$ cat src/rtl/edge_pkg.sv
// Shared types and default sizing for the edge_event_capture block.
package edge_pkg;

    typedef enum logic [1:0] {
        EDGE_OFF  = 2'b00,
        EDGE_RISE = 2'b01,
        EDGE_FALL = 2'b10,
        EDGE_BOTH = 2'b11
    } edge_mode_t;

    localparam int DEF_CHANNELS      = 8;
    localparam int DEF_SYNC_STAGES   = 2;
    localparam int DEF_FILTER_CYCLES = 4;
    localparam int DEF_CNT_WIDTH     = 8;

endpackage

$ cat src/rtl/edge_channel.sv
// One input channel: metastability synchroniser, stability filter and
// filtered-level edge detector producing single-cycle pulses.
module edge_channel
    import edge_pkg::*;
#(
    parameter int SYNC_STAGES   = DEF_SYNC_STAGES,
    parameter int FILTER_CYCLES = DEF_FILTER_CYCLES
) (
    input  logic clk,
    input  logic rst,
    input  logic data_in,
    output logic data_posedge,
    output logic data_negedge
);

    localparam int FW = (FILTER_CYCLES > 1) ? $clog2(FILTER_CYCLES) : 1;
    localparam logic [FW-1:0] FILT_LAST = FW'(FILTER_CYCLES - 1);

    logic [SYNC_STAGES-1:0] sync_p0;
    logic                   synced;
    logic [FW-1:0]          filt_cnt_p1;
    logic                   filt_p1;
    logic                   filt_prev_p2;

    assign synced = sync_p0[SYNC_STAGES-1];

    // Stage 0: synchroniser chain; only the last flop is used downstream.
    always_ff @(posedge clk) begin
        if (rst) begin
            sync_p0 <= '0;
        end else begin
            sync_p0 <= {sync_p0[SYNC_STAGES-2:0], data_in};
        end
    end

    // Stage 1: level accepted only after FILTER_CYCLES consecutive differing cycles.
    always_ff @(posedge clk) begin
        if (rst) begin
            filt_cnt_p1 <= '0;
            filt_p1     <= 1'b0;
        end else if (synced != filt_p1) begin
            if (filt_cnt_p1 == FILT_LAST) begin
                filt_p1     <= synced;
                filt_cnt_p1 <= '0;
            end else begin
                filt_cnt_p1 <= filt_cnt_p1 + FW'(1);
            end
        end else begin
            filt_cnt_p1 <= '0;
        end
    end

    // Stage 2: previous filtered level for edge detection.
    always_ff @(posedge clk) begin
        if (rst) begin
            filt_prev_p2 <= 1'b0;
        end else begin
            filt_prev_p2 <= filt_p1;
        end
    end

    assign data_posedge =  filt_p1 & ~filt_prev_p2;
    assign data_negedge = ~filt_p1 &  filt_prev_p2;

endmodule

$ cat src/rtl/edge_event_capture.sv
// Multi-channel edge capture: per-channel mode gating, sticky pending flags,
// saturating event counters, counter readback mux and combined interrupt.
module edge_event_capture
    import edge_pkg::*;
#(
    parameter int CHANNELS      = DEF_CHANNELS,
    parameter int SYNC_STAGES   = DEF_SYNC_STAGES,
    parameter int FILTER_CYCLES = DEF_FILTER_CYCLES,
    parameter int CNT_WIDTH     = DEF_CNT_WIDTH,
    localparam int SEL_W        = (CHANNELS > 1) ? $clog2(CHANNELS) : 1
) (
    input  logic                  clk,
    input  logic                  rst,
    input  logic [CHANNELS-1:0]   data_in,
    input  logic [2*CHANNELS-1:0] mode,
    input  logic [CHANNELS-1:0]   clear,
    input  logic [SEL_W-1:0]      count_sel,
    output logic [CHANNELS-1:0]   data_posedge,
    output logic [CHANNELS-1:0]   data_negedge,
    output logic [CHANNELS-1:0]   event_pending,
    output logic                  irq,
    output logic [CNT_WIDTH-1:0]  count_out
);

    function automatic logic [CNT_WIDTH-1:0] sat_inc(input logic [CNT_WIDTH-1:0] v);
        return (&v) ? v : v + CNT_WIDTH'(1);
    endfunction

    logic [CHANNELS-1:0]  evt;
    logic [CHANNELS-1:0]  pending_p3;
    logic [CNT_WIDTH-1:0] cnt_p3 [CHANNELS];
    logic [CNT_WIDTH-1:0] cnt_ext [2**SEL_W];

    for (genvar ch = 0; ch < CHANNELS; ch++) begin : g_ch
        edge_mode_t ch_mode;

        edge_channel #(
            .SYNC_STAGES   (SYNC_STAGES),
            .FILTER_CYCLES (FILTER_CYCLES)
        ) u_channel (
            .clk          (clk),
            .rst          (rst),
            .data_in      (data_in[ch]),
            .data_posedge (data_posedge[ch]),
            .data_negedge (data_negedge[ch])
        );

        assign ch_mode = edge_mode_t'(mode[2*ch +: 2]);
        assign evt[ch] = (data_posedge[ch] & ((ch_mode == EDGE_RISE) || (ch_mode == EDGE_BOTH)))
                       | (data_negedge[ch] & ((ch_mode == EDGE_FALL) || (ch_mode == EDGE_BOTH)));
    end

    // Stage 3: event bookkeeping; an event in the same cycle as clear wins.
    always_ff @(posedge clk) begin
        if (rst) begin
            pending_p3 <= '0;
            for (int ch = 0; ch < CHANNELS; ch++) begin
                cnt_p3[ch] <= '0;
            end
        end else begin
            pending_p3 <= (pending_p3 & ~clear) | evt;
            for (int ch = 0; ch < CHANNELS; ch++) begin
                if (clear[ch]) begin
                    cnt_p3[ch] <= evt[ch] ? CNT_WIDTH'(1) : '0;
                end else if (evt[ch]) begin
                    cnt_p3[ch] <= sat_inc(cnt_p3[ch]);
                end
            end
        end
    end

    // Selector codes beyond the last channel read back as zero.
    for (genvar i = 0; i < 2**SEL_W; i++) begin : g_sel
        if (i < CHANNELS) begin : g_real
            assign cnt_ext[i] = cnt_p3[i];
        end else begin : g_pad
            assign cnt_ext[i] = '0;
        end
    end

    assign count_out     = cnt_ext[count_sel];
    assign event_pending = pending_p3;
    assign irq           = |pending_p3;

endmodule
$ cat config.mk
export PLATFORM = sky130hd
export DESIGN_NAME = edge_event_capture
export DESIGN_NICKNAME = d
export VERILOG_FILES = /design/src/rtl/edge_pkg.sv /design/src/rtl/edge_channel.sv /design/src/rtl/edge_event_capture.sv
export SDC_FILE = /design/constraint.sdc
export NUM_CORES = 1
export LEC_CHECK = 0
export BUFFER_PORTS_ARGS = -buffer_cell sky130_fd_sc_hd__buf_2
export CORE_MARGIN = 3
export CORE_UTILIZATION = 50
export CTS_BUF_LIST = sky130_fd_sc_hd__clkbuf_8
export DETAILED_ROUTE_END_ITERATION = 12
export PLACE_DENSITY = 0.73
export SLEW_MARGIN = 5
export SYNTH_ARGS = -nofsm -noshare
export SYNTH_HDL_FRONTEND = slang
export SYNTH_SLANG_ARGS = --single-unit
export TNS_END_PERCENT = 50
$ cat constraint.sdc
create_clock -name clk -period 1.8 [get_ports clk]
set_input_delay 0.18 -clock clk [delete_from_list [all_inputs] [get_ports clk]]
set_output_delay 0.18 -clock clk [all_outputs]
set_load 0.005 [all_outputs]
==> results by group, run 1 <==
Die
  – Die area: 13500 sq um
  – CORE AREA: 11600 sq um
  – # rows: 39
  – Starting Density: 52.1%
  – # IOs: 70
  – Die H: 116 um
  – Die W: 116 um

Global routing
  – Largest net degree at the start of global routing: 23
  – Global Route Usage Sum: 21.6%
  – First-pass GRT wire length: 22.3 mm
  – Vias in the first global route: 4646
  – Antenna violations before repair: 0
  – Total global routing overflow: 0

Place
  – Placer congestion estimate: 0.886
  – HPWL after detailed placement: 10.1 mm
  – PortBufs: 69
  – DP Area: 6600 sq um

Yosys
  – Synth top area share: 31.8%
  – Synth unique cells: 30
  – Syn Inst Count: 568
  – Syn. warnings: 0
  – Post-synth design cell area: 6050 sq um
  – FF+latch count, synth: 120
  – Leading post-synthesis cells by cell area: edfxtp_1 (32%), dfxtp_1 (19%), mux4_1 (7.0%)
  – Synth area leader: edfxtp_1
  – Syn_nets: 621
  – Register area share after synthesis: 50.3%
  – Mean area per synthesized cell: 10.6 sq um

Route
  – Via/cell ratio: 5.50
  – Final wirelength: 14.1 mm
  – DR iter-0 viols: 432
  – DRC viols: 0
  – Post-route ant nets: 0
  – Vias: 4738
  – DR pass1 iterations: 5
  – Wirelength per Cell: 16.3 um

Timing
  – Final period util: 112%
  – Slew Limit Fails: 0
  – Unrepaired setup endpoints after global routing: yes
  – Setup Viol. Count Final: 8
  – Worst slew pin tran: 0.633 ns
  – Smallest setup slack after layout: -0.223 ns
  – Setup Skew: 0.00949 ns
  – Fmax: 494 MHz
  – Minimum clock period: 2.02 ns
  – Final hold violation count: 0
  – Relative slew margins: 57.5%

Power
  – Cell Pwr Density: 775 nW/um^2
  – Sw Pwr: 0.00129 W
  – Switching Fraction: 22.5%
  – P_int: 0.00446 W
  – Tot Pwr: 0.00576 W
  – Leak pwr: 3.01 nW
  – Reg power frac: 52.8%
  – Peak supply drop: 0.466 mV
  – Portion of total power attributed to combinational logic: 8.6%
  – Clock power frac: 38.7%

Worst setup path
  – Worst Path Arrival: 1.84 ns
  – R2R Path Start: cnt_p3[0][24]$_SDFFCE_PN0P_
  – Critical path cell sequence: buf_6, mux4_2, mux2_4, buf_6
  – Worst Path Max Fanout: 2
  – Worst path slowest cell: mux4_2
  – Crit Path Category: reg -> out
  – Worst endpoint required time: 1.62 ns
  – Startpoint types: flop
  – Crit. End Element: output port
  – Delay of the slowest critical-path stage: 0.44 ns
  – Worst path most repeated cell: buf_6
  – Worst Setup SP: cnt_p3[1][0]$_SDFFCE_PN0P_

Clocking
  – Total clock sinks: 120
  – Reg clk slew, reported paths: 0.06 ns
  – CTS tree: built
  – Total CTS buffers: 17
  – CTS root buf: clkbuf_8
  – H-Tree Depth: 4
  – Worst skew pair latency: 0.43 ns
  – Longest Clk Path Bufs: 2

Layout
  – Design area: 7420 sq um
  – Syn-to-layout area delta: 22.8%
  – Fillcell total: 939
  – Layout cell share with drive strength beyond 1: 27.1%
  – Ant. Diodes: 0
  – Nets: 760

Min path
  – Hold Crit Class: in -> reg
  – Hold Crit Start: clear[1]

Status
  – Status: complete, but fails checks
  – Failing checks: negative setup slack

Flow run
  – Max-Cap Viols: 0
[metrics by stage]
stage | setup TNS, ns | setup slack, ns | util (%) | std cells | hold slack (ns)
2_1_floorplan | -0.484 | -0.0410 | - | 568 | 0.308
3_3_place_gp | 0 | 0.112 | 56.8 | 781 | 0.390
3_5_place_dp | 0 | 0.0751 | 56.8 | 781 | 0.399
4_1_cts | -1.46 | -0.225 | 62.4 | 845 | 0.0225
5_1_grt | -1.66 | -0.266 | 63.9 | 862 | 0.0478
6_report | -1.28 | -0.223 | 63.9 | 862 | 0.0569
[power groups by stage]
stage	logic, W	registers [W]	clock network [W]
2_1_floorplan	0.000217	0.00308	0
3_3_place_gp	0.000337	0.00310	0
3_5_place_dp	0.000351	0.00311	0
4_1_cts	0.000452	0.00304	0.00227
5_1_grt	0.000537	0.00304	0.00240
6_report	0.000493	0.00304	0.00223
[layout by cell type, fill, tap and decap left out, types with 14 or more instances in the layout]
cell,count
nor2_1,76
nor2b_1,48
xnor2_1,19
nand3_1,27
and3b_1,16
or3_1,31
nand2_1,15
ha_1,15
inv_1,26
clkbuf_8,18
buf_4,69
dfxtp_1,56
o21ai_0,27
mux4_2,14
buf_2,61
a21oi_1,32
edfxtp_1,64
[final timing paths]
path	endpoint	slack [ns]	cells past startpoint
setup / recovery	count_out[0]	-0.22	4
hold / removal	event_pending[1]$_SDFF_PP0_	0.06	3
setup reg to reg	cnt_p3[0][28]$_SDFFCE_PN0P_	0.10	6
hold reg to reg	g_ch[5].u_channel.filt_cnt_p1[0]$_SDFF_PP0_	0.42	1
[cell usage after synthesis, drive strengths merged]
| cell type | n |
|---|---|
| nor3 | 12 |
| buf | 20 |
| clkbuf | 8 |
| or3 | 31 |
| nor4 | 2 |
| nor2b | 48 |
| mux2 | 8 |
| a21oi | 32 |
| nand2 | 15 |
| or4 | 1 |
| nand3 | 29 |
| ha | 16 |
| and3b | 16 |
| xnor2 | 19 |
| o31ai | 1 |
| nor2 | 76 |
| o21ai | 39 |
| mux4 | 16 |
| nand2b | 8 |
| mux2i | 8 |
| dfxtp | 56 |
| nand4 | 7 |
| edfxtp | 64 |
| xor2 | 13 |
| inv | 23 |
[worst max-delay path: cells and delay by family, from the launching register on]
kind / cells / cell delay, ns
buffers and inverters: 2 / 0.27
DFF: 1 / 0.43
muxes: 2 / 0.73
[registers in the layout (all words and copies together), names as in the netlist]
| name | count |
|---|---|
| cnt_p3 | 64 |
| g_ch.u_channel.filt_cnt_p1 | 16 |
| g_ch.u_channel.sync_p0 | 16 |
| event_pending | 8 |
| g_ch.u_channel.filt_p1 | 8 |
| g_ch.u_channel.filt_prev_p2 | 8 |
[kinds of logic after synthesis]
group,after synthesis,synth area share (%)
AND/OR/NAND/NOR,245,21.4
buffers and inverters,51,4.57
adder cells (fa/ha/maj),16,3.31
flip-flops,120,50.3
AO/OA/AOI/OAI,72,6.00
multiplexers,32,9.76
XOR/XNOR,32,4.63
[layout make-up]
class / instances / area (sq um) / area share, %
sequential: 120 / 3040 / 41.0
tap: 143 / 179 / 2.41
multi-input combinational: 397 / 2740 / 36.9
clock buffer: 18 / 248 / 3.34
clock inverter: 13 / 115 / 1.55
timing repair buffer: 148 / 1020 / 13.7
inverter: 23 / 86.3 / 1.16
[layer usage]
metal,vias to the layer above,global-route usage (%),share of wire [%]
li1,2290,-,-
met1,2210,28.4,43
met2,210,33.9,46
met3,28,5.64,8.6
met4,0,9.20,2.2
met5,-,0,0
[repair_timing]
action | 4_1_cts | 5_1_grt
endpoints found under the hold margin | 8 | 0
hold buffers | 8 | 0
buffers inserted | 25 | 17
setup endpoints to repair | 8 | 26
resized for setup | 29 | 11
Note: power is estimated with default switching activity, not from simulation.
==> run 2, diff against run 1 <==
--- a/config.mk
+++ b/config.mk
@@ -10,6 +10,7 @@
 export CORE_UTILIZATION = 50
 export CTS_BUF_LIST = sky130_fd_sc_hd__clkbuf_8
 export DETAILED_ROUTE_END_ITERATION = 12
+export GPL_TIMING_DRIVEN = 0
 export PLACE_DENSITY = 0.73
 export SLEW_MARGIN = 5
 export SYNTH_ARGS = -nofsm -noshare
==> run 2 against run 1 <==
Critical endpoint unchanged. Critical path type unchanged. Clock skew shrank 0.0021 ns. Highest routed layer unchanged. Global-route usage grew 1.4 points. The run still ends with negative setup slack left. Worst setup slack gained 0.055 ns. Largest cell class unchanged.
==> results by group, run 2 (same netlist as run 1, synthesis figures left out) <==
Route
  – DR iter-0 viols: 333 (-23%)
  – Via/cell ratio: 5.52 (+0.40%)
  – Wirelength per Cell: 16.4 um (+0.58%)
  – Final wirelength: 14.7 mm (+4.2%)
  – DR pass1 iterations: 5 (unchanged)
  – DRC viols: 0 (unchanged)
  – Vias: 4928 (+4.0%)
  – Post-route ant nets: 0 (unchanged)

Worst setup path
  – R2r endpoint: cnt_p3[0][4]$_SDFFCE_PN0P_
  – Critical path cell sequence: mux4_2, mux2_4, buf_6
  – R2R Path Start: cnt_p3[0][0]$_SDFFCE_PN0P_
  – Worst endpoint required time: 1.62 ns (about the same)
  – FF-to-FF path depth: 7 (+1)
  – CP bufs+invs: 1 (-1)
  – Crit Path Category: reg -> out
  – Crit. End Element: output port
  – Worst Path Max Fanout: 4 (+2)
  – Worst Path Arrival: 1.79 ns (-0.05 ns)
  – Delay-heaviest family, CP: multiplexers
  – Startpoint types: flop
  – Worst path slowest cell: mux4_2
  – R2R setup slack: 0.07 ns (-0.03 ns)
  – Delay of the slowest critical-path stage: 0.50 ns (+0.06 ns)

Die
  – Die W: 116 um (unchanged)
  – Die area: 13500 sq um (unchanged)
  – # rows: 39 (unchanged)
  – # IOs: 70 (unchanged)
  – Die H: 116 um (unchanged)
  – CORE AREA: 11600 sq um (unchanged)
  – Starting Density: 52.1% (unchanged)

Timing
  – Setup TNS: -1.12 ns (+0.162 ns)
  – Setup Viol. Count Final: 8 (unchanged)
  – Minimum clock period: 1.97 ns (-0.0554 ns)
  – Relative slew margins: 54.1% (-3.4 points)
  – Smallest setup slack after layout: -0.168 ns (+0.0554 ns)
  – Worst slew pin tran: 0.688 ns (+0.0548 ns)
  – Setup Skew: 0.00744 ns (-0.00205 ns)
  – Unrepaired setup endpoints after global routing: yes
  – Fmax: 508 MHz (+2.8%)
  – Final hold violation count: 0 (unchanged)
  – Final period util: 109% (-3.1 points)
  – Slew Limit Fails: 0 (unchanged)

Power
  – Cell Pwr Density: 772 nW/um^2 (-0.38%)
  – Peak supply drop: 0.556 mV (+19%)
  – Leak pwr: 3.14 nW (+4.2%)
  – Tot Pwr: 0.00593 W (+3.0%)

Layout
  – Register area: 3040 sq um (unchanged)
  – Largest regs: cnt_p3 (64), g_ch.u_channel.filt_cnt_p1 (16), g_ch.u_channel.sync_p0 (16)
  – Core Util, Final: 66.1% (+2.1 points)
  – Most common cell after layout, fill and taps aside: buf_4
  – Ant. Diodes: 0 (unchanged)
  – Final std cells w/o fill: 893 (+3.6%)
  – Area occupied by multi-input gates: 2770 sq um (+1.1%)
  – Syn-to-layout area delta: 26.9%
  – Commonest cells after routing, fill and taps aside: buf_4 (92), nor2_1 (76), edfxtp_1 (64)
  – Nets: 790 (+3.9%)
  – Top reg by flops: cnt_p3
  – Layout cell share with drive strength beyond 1: 30.5% (+3.4 points)
  – Fillcell total: 888 (-5.4%)
  – Max reg flops: 64 (unchanged)
  – Design area: 7670 sq um (+3.4%)

Global routing
  – M1 GR Usage: 28.6% (+0.19 points)
  – Vias in the first global route: 4831 (+4.0%)
  – M2 GR Usage: 38.0% (+4.1 points)
  – First-pass GRT wire length: 23.7 mm (+6.4%)
  – GR met3 Demand/Resource: 6.79% (+1.1 points)
  – Total global routing overflow: 0 (unchanged)
  – Largest net degree at the start of global routing: 17 (-26%)
  – Antenna violations before repair: 0 (unchanged)
  – Grt peak-use layer: met2
  – Global Route Usage Sum: 23.0% (+1.4 points)

Place
  – DP Area: 6550 sq um (-0.72%)
  – HPWL after detailed placement: 9.62 mm (-4.5%)
  – Placer congestion estimate: 0.829 (-6.5%)
  – Placed Cells: 776 (-0.64%)
  – PortBufs: 65 (-5.8%)

Clocking
  – CTS tree: built
  – Total CTS buffers: 17 (unchanged)
  – Reg clk slew, reported paths: 0.07 ns (about the same)
  – Longest Clk Path Bufs: 2 (unchanged)
  – H-Tree Depth: 4 (unchanged)
  – CTS root buf: clkbuf_8
  – Total clock sinks: 120 (unchanged)
  – Worst skew pair latency: 0.44 ns (about the same)

Flow run
  – Max-Cap Viols: 0 (unchanged)

Min path
  – Hold EP: event_pending[2]$_SDFF_PP0_
  – Hold Crit Start: clear[2]
  – Hold Crit Class: in -> reg
  – Hold depth: 3 (unchanged)

Status
  – Failing checks: negative setup slack
  – Status: complete, but fails checks
-- run 2: what timing repair did --
item,in CTS,in global routing
setup buffers,68,9
resized for setup,37,10
endpoints found under the setup margin,72,53
endpoints found under the hold margin,8,0
pin swaps,1,2
hold buffers,8,0
-- run 2: how the worst max path moves through the flow --
stage,from,to,slack [ns],cells after the start
5_1_grt,cnt_p3[1][29]$_SDFFCE_PP0P_,count_out[5],-0.23,3
4_1_cts,cnt_p3[1][24]$_SDFFCE_PP0P_,count_out[0],-0.17,3
3_5_place_dp,cnt_p3[0][0]$_SDFFCE_PN0P_,cnt_p3[0][7]$_SDFFCE_PN0P_,-0.47,4
2_1_floorplan,cnt_p3[0][0]$_SDFFCE_PN0P_,cnt_p3[0][0]$_SDFFCE_PN0P_,-0.04,4
6_report,cnt_p3[1][24]$_SDFFCE_PP0P_,count_out[0],-0.17,3
3_3_place_gp,cnt_p3[0][0]$_SDFFCE_PN0P_,cnt_p3[0][7]$_SDFFCE_PN0P_,-0.34,4
-- run 2: final cells by class --
class                   count  share of cell area [%]
multi-input cells         397                    36.1
inverters                  23                    1.13
plain buffers              28                    2.48
repair buffers            150                    13.3
clock buffers              19                    3.41
flip-flops and latches    120                    39.7
clock inverters            13                    1.65
well taps                 143                    2.33
-- run 2: where the power goes --
group          internal (W)  total, W  leakage, nW  switching, W
Clock               0.00129   0.00238        0.204       0.00109
Sequential          0.00296   0.00301         1.17     0.0000555
Combinational      0.000286  0.000535         1.77      0.000249
-- run 2: stage by stage --
stage	hold WS, ns	setup slack (ns)
floorplan	0.308	-0.0410
global placement	0.386	-0.339
detailed placement	0.392	-0.475
CTS	0.0261	-0.171
global route	0.0500	-0.228
finish	0.0455	-0.168
-- run 2: worst min-delay path: stages --
cell and delay (ns):
buf_2 0.09, nand2b_1 0.09, a21oi_1 0.06
-- run 2: layer usage --
layer	routed length [um]	up-vias
met5	0	-
met1	6070	2340
met3	1120	35
met4	431	0
met2	7040	198
li1	-	2355
